`src/rtl/bb_psum_accum.sv`:
```
`timescale 1ns / 1ps
// ---------------------------------------------------------------------------
// bb_psum_accum
//
// Partial-sum accumulator and requantizer placed directly after the BitBlade
// core. On every core done pulse it adds the PE_ARRAY partial sums into
// per-lane accumulators. After the programmed number of tiles it requantizes
// each lane and streams the results out one word per handshake. Each word
// goes through a rounding right shift, an optional ReLU and saturation.
//
// Ports
//   CLK           clock
//   RST           asynchronous active-low reset
//   i_Start       one-cycle pulse: latch config, clear accumulators, accumulate
//   i_Num_Tiles   done pulses per output set (0 behaves as 1)
//   i_Shift       arithmetic right-shift amount used for requantization
//   i_Relu        clamp negative results to zero before saturation
//   i_Done        core done pulse, i_Psum valid in the same cycle
//   i_Psum        packed signed partial sums, lane k at [BITS_PSUM*k +: BITS_PSUM]
//   o_Out_Valid   output word valid
//   i_Out_Ready   downstream accepts the current word
//   o_Out_Data    requantized signed value of lane o_Out_Idx
//   o_Out_Idx     lane index of the current word
//   o_Last        marks the word of lane PE_ARRAY-1
//   o_Busy        accumulating or draining
//   o_Overrun     sticky: a done pulse arrived while not accumulating
// ---------------------------------------------------------------------------
module bb_psum_accum #(
   parameter int PE_ARRAY  = 16,
   parameter int BITS_PSUM = 20,
   parameter int BITS_OUT  = 8,
   parameter int ACC_EXT   = 8
) (
   input  logic                          CLK,
   input  logic                          RST,
   input  logic                          i_Start,
   input  logic [7:0]                    i_Num_Tiles,
   input  logic [4:0]                    i_Shift,
   input  logic                          i_Relu,
   input  logic                          i_Done,
   input  logic [BITS_PSUM*PE_ARRAY-1:0] i_Psum,
   output logic                          o_Out_Valid,
   input  logic                          i_Out_Ready,
   output logic [BITS_OUT-1:0]           o_Out_Data,
   output logic [3:0]                    o_Out_Idx,
   output logic                          o_Last,
   output logic                          o_Busy,
   output logic                          o_Overrun
);

   localparam int ACC_W = BITS_PSUM + ACC_EXT;
   localparam int IDX_W = 4;
   localparam logic [IDX_W-1:0] LAST_IDX = IDX_W'(PE_ARRAY - 1);

   // Saturation bounds held at the width of the shifted intermediate
   localparam logic signed [ACC_W:0] SAT_MAX = (ACC_W+1)'((2 ** (BITS_OUT - 1)) - 1);
   localparam logic signed [ACC_W:0] SAT_MIN = ~SAT_MAX;

   typedef enum logic [1:0] {
      S_IDLE  = 2'd0,
      S_ACCUM = 2'd1,
      S_DRAIN = 2'd2
   } state_t;

   state_t state_q, state_d;

   logic signed [ACC_W-1:0]    acc_q [PE_ARRAY];
   logic signed [ACC_W-1:0]    acc_d [PE_ARRAY];
   logic signed [ACC_W-1:0]    psum_ext [PE_ARRAY];
   logic [7:0]                 cnt_q, cnt_d;
   logic [7:0]                 num_q, num_d;
   logic [4:0]                 shift_q, shift_d;
   logic                       relu_q, relu_d;
   logic [IDX_W-1:0]           idx_q, idx_d;
   logic signed [BITS_OUT-1:0] data_q, data_d;
   logic                       overrun_q, overrun_d;

   logic                       start_acc;
   logic                       done_acc;
   logic                       last_tile;
   logic                       hs;
   logic                       hs_last;
   logic                       overrun_set;
   logic [7:0]                 cnt_inc;
   logic [IDX_W-1:0]           idx_nxt;

   // Rounding shift (round half up), optional ReLU, then saturation.
   // The shift result is one bit wider than the accumulator so adding the
   // rounding constant can never overflow.
   function automatic logic signed [BITS_OUT-1:0] requant(
      input logic signed [ACC_W-1:0] a,
      input logic [4:0]              s,
      input logic                    relu
   );
      logic signed [ACC_W:0] wide;
      logic signed [ACC_W:0] rnd;
      logic signed [ACC_W:0] r;
      wide = {a[ACC_W-1], a};
      rnd  = '0;
      if (s == 5'd0) begin
         r = wide;
      end else if (int'(s) >= ACC_W) begin
         // Everything shifted out: only the sign survives
         r = a[ACC_W-1] ? '1 : '0;
      end else begin
         rnd = (ACC_W+1)'(1) << (s - 5'd1);
         r   = (wide + rnd) >>> s;
      end
      if (relu && r < 0) begin
         r = '0;
      end
      if (r > SAT_MAX) begin
         r = SAT_MAX;
      end else if (r < SAT_MIN) begin
         r = SAT_MIN;
      end
      return r[BITS_OUT-1:0];
   endfunction

   // Lane extraction with sign extension to accumulator width
   always_comb begin
      for (int k = 0; k < PE_ARRAY; k++) begin
         psum_ext[k] = {{ACC_EXT{i_Psum[BITS_PSUM*k + BITS_PSUM - 1]}},
                        i_Psum[BITS_PSUM*k +: BITS_PSUM]};
      end
   end

   // Control qualifiers. A start is honoured everywhere except DRAIN, and it
   // swallows any done pulse arriving in the same cycle.
   always_comb begin
      start_acc   = i_Start && (state_q != S_DRAIN);
      done_acc    = i_Done && !i_Start && (state_q == S_ACCUM);
      cnt_inc     = cnt_q + 8'd1;
      last_tile   = done_acc && (cnt_inc == num_q);
      hs          = (state_q == S_DRAIN) && i_Out_Ready;
      hs_last     = hs && (idx_q == LAST_IDX);
      idx_nxt     = idx_q + 1'b1;
      overrun_set = i_Done && !start_acc && (state_q != S_ACCUM);
   end

   // FSM: state register
   always_ff @(posedge CLK or negedge RST) begin
      if (!RST) begin
         state_q <= S_IDLE;
      end else begin
         state_q <= state_d;
      end
   end

   // FSM: next-state logic
   always_comb begin
      state_d = state_q;
      case (state_q)
         S_IDLE: begin
            if (i_Start) begin
               state_d = S_ACCUM;
            end
         end
         S_ACCUM: begin
            if (i_Start) begin
               state_d = S_ACCUM;
            end else if (last_tile) begin
               state_d = S_DRAIN;
            end
         end
         S_DRAIN: begin
            if (hs_last) begin
               state_d = S_IDLE;
            end
         end
         default: state_d = S_IDLE;
      endcase
   end

   // FSM: outputs (word data and index come straight from registers)
   always_comb begin
      o_Out_Valid = (state_q == S_DRAIN);
      o_Busy      = (state_q != S_IDLE);
      o_Last      = (state_q == S_DRAIN) && (idx_q == LAST_IDX);
      o_Out_Data  = data_q;
      o_Out_Idx   = idx_q;
      o_Overrun   = overrun_q;
   end

   // Datapath next-state
   always_comb begin
      acc_d     = acc_q;
      cnt_d     = cnt_q;
      num_d     = num_q;
      shift_d   = shift_q;
      relu_d    = relu_q;
      idx_d     = idx_q;
      data_d    = data_q;
      overrun_d = overrun_q;

      if (start_acc) begin
         for (int k = 0; k < PE_ARRAY; k++) begin
            acc_d[k] = '0;
         end
         cnt_d     = '0;
         num_d     = (i_Num_Tiles == 8'd0) ? 8'd1 : i_Num_Tiles;
         shift_d   = i_Shift;
         relu_d    = i_Relu;
         overrun_d = 1'b0;
      end else if (done_acc) begin
         for (int k = 0; k < PE_ARRAY; k++) begin
            acc_d[k] = acc_q[k] + psum_ext[k];
         end
         cnt_d = last_tile ? 8'd0 : cnt_inc;
      end

      if (overrun_set) begin
         overrun_d = 1'b1;
      end

      // Lane 0 is requantized from the freshly summed value so its word is
      // ready on the first DRAIN cycle; later lanes are prepared on each
      // handshake from the settled accumulators.
      if (last_tile) begin
         idx_d  = '0;
         data_d = requant(acc_d[0], shift_q, relu_q);
      end else if (hs_last) begin
         idx_d  = '0;
         data_d = '0;
      end else if (hs) begin
         idx_d  = idx_nxt;
         data_d = requant(acc_q[idx_nxt], shift_q, relu_q);
      end
   end

   // Datapath registers
   always_ff @(posedge CLK or negedge RST) begin
      if (!RST) begin
         for (int k = 0; k < PE_ARRAY; k++) begin
            acc_q[k] <= '0;
         end
         cnt_q     <= '0;
         num_q     <= 8'd1;
         shift_q   <= '0;
         relu_q    <= 1'b0;
         idx_q     <= '0;
         data_q    <= '0;
         overrun_q <= 1'b0;
      end else begin
         for (int k = 0; k < PE_ARRAY; k++) begin
            acc_q[k] <= acc_d[k];
         end
         cnt_q     <= cnt_d;
         num_q     <= num_d;
         shift_q   <= shift_d;
         relu_q    <= relu_d;
         idx_q     <= idx_d;
         data_q    <= data_d;
         overrun_q <= overrun_d;
      end
   end

endmodule

```
`config.mk`:
```
export PLATFORM = sky130hd
export DESIGN_NAME = bb_psum_accum
export DESIGN_NICKNAME = d
export VERILOG_FILES = /design/src/rtl/bb_psum_accum.sv
export SDC_FILE = /design/constraint.sdc
export NUM_CORES = 2
export LEC_CHECK = 0
export ABC_AREA = 1
export CORE_ASPECT_RATIO = 0.7
export CORE_MARGIN = 8
export CORE_UTILIZATION = 30
export CTS_CLUSTER_SIZE = 16
export DETAILED_ROUTE_END_ITERATION = 10
export GPL_ROUTABILITY_DRIVEN = 0
export RECOVER_POWER = 100
export SYNTH_ARGS = -nofsm -noshare
export SYNTH_HDL_FRONTEND = slang
export SYNTH_SLANG_ARGS = --single-unit
```
`constraint.sdc`:
```
create_clock -name CLK -period 14.7 [get_ports CLK]
set_input_delay 2.205 -clock CLK [delete_from_list [all_inputs] [get_ports CLK]]
set_output_delay 2.205 -clock CLK [all_outputs]
set_load 0.01 [all_outputs]
```
### Word-level counts from Yosys, hierarchy flattened

Index checks and enable logic that the tools add are counted.
Widths: inputs -> output; s select.

| storage, ports and cells | value |
|---|---|
| flip-flop bits (word level) | 485 |
| latch bits | 0 |
| memory bits (writable) | 0 |
| ROM bits | 0 |
| bits of input ports | 339 |
| output and inout bits | 16 |
| word-level logic and storage cells | 129 |
| memories | 0 |

| operators by class | value |
|---|---|
| add/subtract/negate cells | 21 |
| multiply operators | 0 |
| divide/modulo/power cells | 0 |
| order comparisons | 8 |
| equal/unequal tests | 9 |
| shift operators | 3 |
| muxes and demuxes | 42 |
| bitwise logic cells | 1 |
| reduce and logical (&&, ||, !) cells | 21 |

Operators with widths:

| operator | number |
|---|---|
| $mux 448 | 2 |
| $mux 29 | 16 |
| $add 28x20->28 | 16 |
| $bmux 28 s4 | 1 |
| $mux 8 | 11 |
| $add 28x29->29 | 2 |
| $gt 29x8->1 const B | 2 |
| $lt 29x1->1 const B | 2 |
| $lt 29x8->1 const B | 2 |
| $sshr 29x5->29 | 2 |
| $mux 28 | 2 |
| $shl 1x5->29 const A | 1 |
| $mux 4 | 3 |
| $logic_and 1x1->1 | 11 |
| $ge 5x5->1 const B | 2 |
| $add 8x1->8 const B | 1 |
| $eq 8x8->1 | 1 |
| $logic_not 8->1 | 1 |
| $mux 2 | 4 |
| $pmux 2 s3 | 1 |
| $reduce_bool 2->1 | 3 |
| $logic_not 5->1 | 1 |
| $not 4->5 | 1 |
| $sub 5x1->5 const B | 1 |
| other kinds (12) | 16 |

### Longest topological paths before layout

| depth | value |
|---|---|
| word-level depth | 24 |
| mapped depth | 49 |
| depth with buffers taken out | 49 |

### Worst setup path before layout

No wires, ideal clock.

| timing path | value |
|---|---|
| path type | input to register |
| start | input port i_Psum[0] |
| end | register data_q[1] (netlist: o_Out_Data[1]) |
| library setup time | 122 ps |
| arrival time | 7,035 ps |
| required time | 14,578 ps |
| setup slack | 7,543 ps |
| cell stages on the path | 44 |
| path buffers | 0 |
| path through | ha_1 -> inv_1 -> fa_1 -> inv_1 -> nand3_1 -> nor3_1 -> nor2_1 -> o21ai_1 -> a21boi_1 -> o21ai_2 -> a21boi_2 -> o21ai_2 -> a21boi_1 -> o21ai_1 -> nand3_1 -> nand3_1 -> nand3_1 -> nand2_1 -> (+8 left out) -> nand2_1 -> nand3_1 -> nand3_1 -> nand2_1 -> nand2_1 -> nand2_1 -> nand2_1 -> nand2_1 -> nand2_1 -> nand3_1 -> nand2_1 -> nand2_1 -> nand2_1 -> nand3b_1 -> o21ai_2 -> nand2_1 -> nand2_1 -> a21oi_2 |

RTL lines:

| element | line | RTL |
|---|---|---|
| start, declared | 41 | `input logic [BITS_PSUM*PE_ARRAY-1:0] i_Psum,` |
| end signal, assigned | 253 | `data_q <= data_d;` |
| end, declared | 75 | `logic signed [BITS_OUT-1:0] data_q, data_d;` |

==> impl_metrics.yaml <==
synth:
  syn_area_per_cell_sq_um: 6.80
  postSynthCellCount: 6944
  async_flop_share: 1.00
  ys_ff_latch: 485
  ys_top_cells_by_area: "dfrtp_1 26%, ha_1 13%, nand2_1 12%, o21ai_0 7.6%, a21oi_1 7.2%"
  syn-cell-area_sq_mm: 0.0472
  netlist.area_leader.share: 0.257
  ys.flop_type: "dfrtp_1"
  synth_edf_count: 0
  synth_fp_nets: 7790
  synth_largest_area_cell: "dfrtp_1"
  yosys_warnings: 0
  synth_cell_types: 65
  yosysSeqAreaShare: 0.257
sta:
  period_minus_slack_ps: 11420
  slew_headroom: -2.93
  max_freq_mhz: 87.6
  fin_hold_ws_ps: 493
  min_period_over_period: 0.777
  setup_tns_ps: 0
  rsz0062_at_grt: "no"
  setup_violations: 0
  clock-skew-final_ps: 23.4
  worst_pin_slew_ps: 5900
  final_max_slew_viol_count: 818
  hold_viol_final: 0
route:
  via_per_inst: 5.30
  first_iter_violations: 5605
  route.antenna.remaining_nets: 0
  drc: 0
  wl_per_cell_microns: 20.9
  vias: 49223
  drtPass1Iterations: 7
  routed_wl_microns: 194000
clock_tree:
  cts_made_buffers: 58
  clkTransAtPathRegs_ps: 60
  post-cts-setup-buffers: 0
  cts.sinks: 485
  cts_tree: "built"
  ctsResizeCount: 0
  cts_hold_buffers: 0
  insertion_delay_ps: 670
  cts_buffer_depth: 3
  cts_root_buf: "clkbuf_16"
  cts.htree.levels: 2
status:
  run_status: "complete, but fails checks"
  violations: "max-capacitance violations, max-slew violations"
critical_path:
  criticalPathCategory: "input port to flip-flop"
  slowest_stage: "clkbuf_1"
  worstSetupStartpointType: "input port"
  cpMostUsedCell: "nand2_1"
  r2r_start: "o_Out_Idx[0]$_DFFE_PN0P_"
  setup.worst_path.end_class: "flip-flop"
  crit_fanout: 74
  cp.arrival_ps: 11970
  cp-startpoint: "i_Start"
  crit_path_max_incr_delay_ps: 2920
  worstPathRequired_ps: 15250
global_routing:
  antenna_found_initial: 28
  grt_use_total: 0.215
  grt_max_degree: 153
  grt_pass1_vias: 45420
  grt-ovfl-total: 0
  grt_pass1_wl_microns: 288000
floorplanning:
  die-height_microns: 348
  io_pins: 355
  die_w_microns: 490
  core_area_sq_mm: 0.156
  rows: 121
  start_util: 0.303
  die-area_sq_mm: 0.171
placed_design:
  dp.cells: 9159
  hpwl_microns: 150000
  port-buffer-count: 354
layout:
  nets: 7974
  syn_to_final_growth_pct: 15.8
  drive_above_1_share: 0.0408
  layoutNonFillerInstCount: 9280
min_path:
  hold_class: "flip-flop to flip-flop"
  hp-start: "num_q[1]$_DFFE_PN0P_"
power:
  powerDensity_mw_per_mm2: 117
  ir_worst_vdd_uv: 99.4
  power_leakage_nw: 26.7
flow_run:
  drv_cap: 12
[worst max-delay path: cells and delay by family]
| kind | cells | cell delay, ps |
|---|---|---|
| compound gates | 3 | 890 |
| fa+ha+maj | 1 | 460 |
| buf+inv | 5 | 3720 |
| simple gates | 21 | 4480 |
[path summary, 6_finish.rpt]
check | endpoint | slack [ps] | cells past startpoint
setup reg to reg | o_Out_Data[6]$_DFFE_PN0P_ | 4880 | 32
max in group asynchronous | acc_q[226]$_DFFE_PN0P_ | 4300 | 3
hold / removal | num_q[1]$_DFFE_PN0P_ | 490 | 2
setup / recovery | o_Out_Data[1]$_DFFE_PN0P_ | 3280 | 30
hold reg to reg | num_q[1]$_DFFE_PN0P_ | 490 | 2
min in group asynchronous | acc_q[125]$_DFFE_PN0P_ | 3720 | 1
[per-stage QoR]
stage	cell area, sq um	power (mW)	setup slack [ps]	utilization
CTS	54700	6.34	6110	0.351
global route	54700	6.78	2610	0.351
finish	54700	6.37	3280	0.351
floorplan	47200	3.66	7540	-
global placement	52700	4.65	5590	0.338
detailed placement	52700	4.69	5630	0.338
[cell type report]
type,instances,area [sq um]
clock buffer,77,1660
timing repair buffer,393,3820
multi-input combinational,5303,30600
tap,2091,2620
clock inverter,28,394
fill,16760,101000
antenna,16,40.0
inverter,887,3350
sequential,485,12100
[flip-flops by register name (all words and copies together), names as in the netlist]
name        cells
shift_q         5
num_q           8
o_Out_Idx       4
o_Overrun       1
o_Out_Data      8
relu_q          1
acc_q         448
state_q         2
cnt_q           8
[report_power, final]
| group | leakage [nW] | internal, mW | switching [mW] |
|---|---|---|---|
| sequential | 6.46 | 1.51 | 0.153 |
| clock | 1.02 | 0.950 | 0.674 |
| combinational | 19.2 | 1.03 | 2.06 |
[cells in the mapped netlist, types with 27 or more instances]
cell type and number:
nand2_2 31, ha_1 489, clkbuf_1 191, o21ai_1 137, nor3_1 27, inv_2 38
dfrtp_1 484, nor2_1 361, inv_1 846, a31oi_1 35, and2_1 30, buf_1 41
nand2_1 1562, o221ai_1 50, buf_2 29, nand4_1 36, a21boi_1 48, o21bai_1 31
xor2_1 162, or2_2 30, a21oi_1 680, o21ai_0 717, o22ai_1 190, nand3_1 335
xnor2_1 82
[layer usage]
metal  global-route usage  wire length (microns)
met4               0.0758                   7500
met2                0.300                  76300
met5                    0                     45
met3               0.0541                  19100
met1                0.316                  91200
[cell families after synthesis]
family | count (synthesis) | share of synthesized area
compound gates | 2083 | 0.248
xor+xnor | 244 | 0.0453
fa+ha+maj | 507 | 0.137
buf+inv | 1156 | 0.0936
flops | 485 | 0.257
mux | 2 | 0.000451
simple gates | 2467 | 0.218
[cells in the final DEF, fill, tap and decap left out, types with 35 or more instances in the layout]
| cell type | netlist | final |
|---|---|---|
| nand2_1 | 1562 | 1567 |
| inv_1 | 846 | 844 |
| o21ai_0 | 717 | 736 |
| a21oi_1 | 680 | 683 |
| ha_1 | 489 | 488 |
| dfrtp_1 | 484 | 482 |
| nor2_1 | 361 | 360 |
| clkdlybuf4s50_1 | 0 | 337 |
| nand3_1 | 335 | 336 |
| o22ai_1 | 190 | 190 |
| xor2_1 | 162 | 161 |
| o21ai_1 | 137 | 119 |
| xnor2_1 | 82 | 82 |
| clkbuf_16 | 0 | 58 |
| o221ai_1 | 50 | 50 |
| a21boi_1 | 48 | 46 |
| inv_2 | 38 | 36 |
| nand4_1 | 36 | 36 |
| a31oi_1 | 35 | 35 |
No activity file was read; power rests on OpenSTA's default activity.
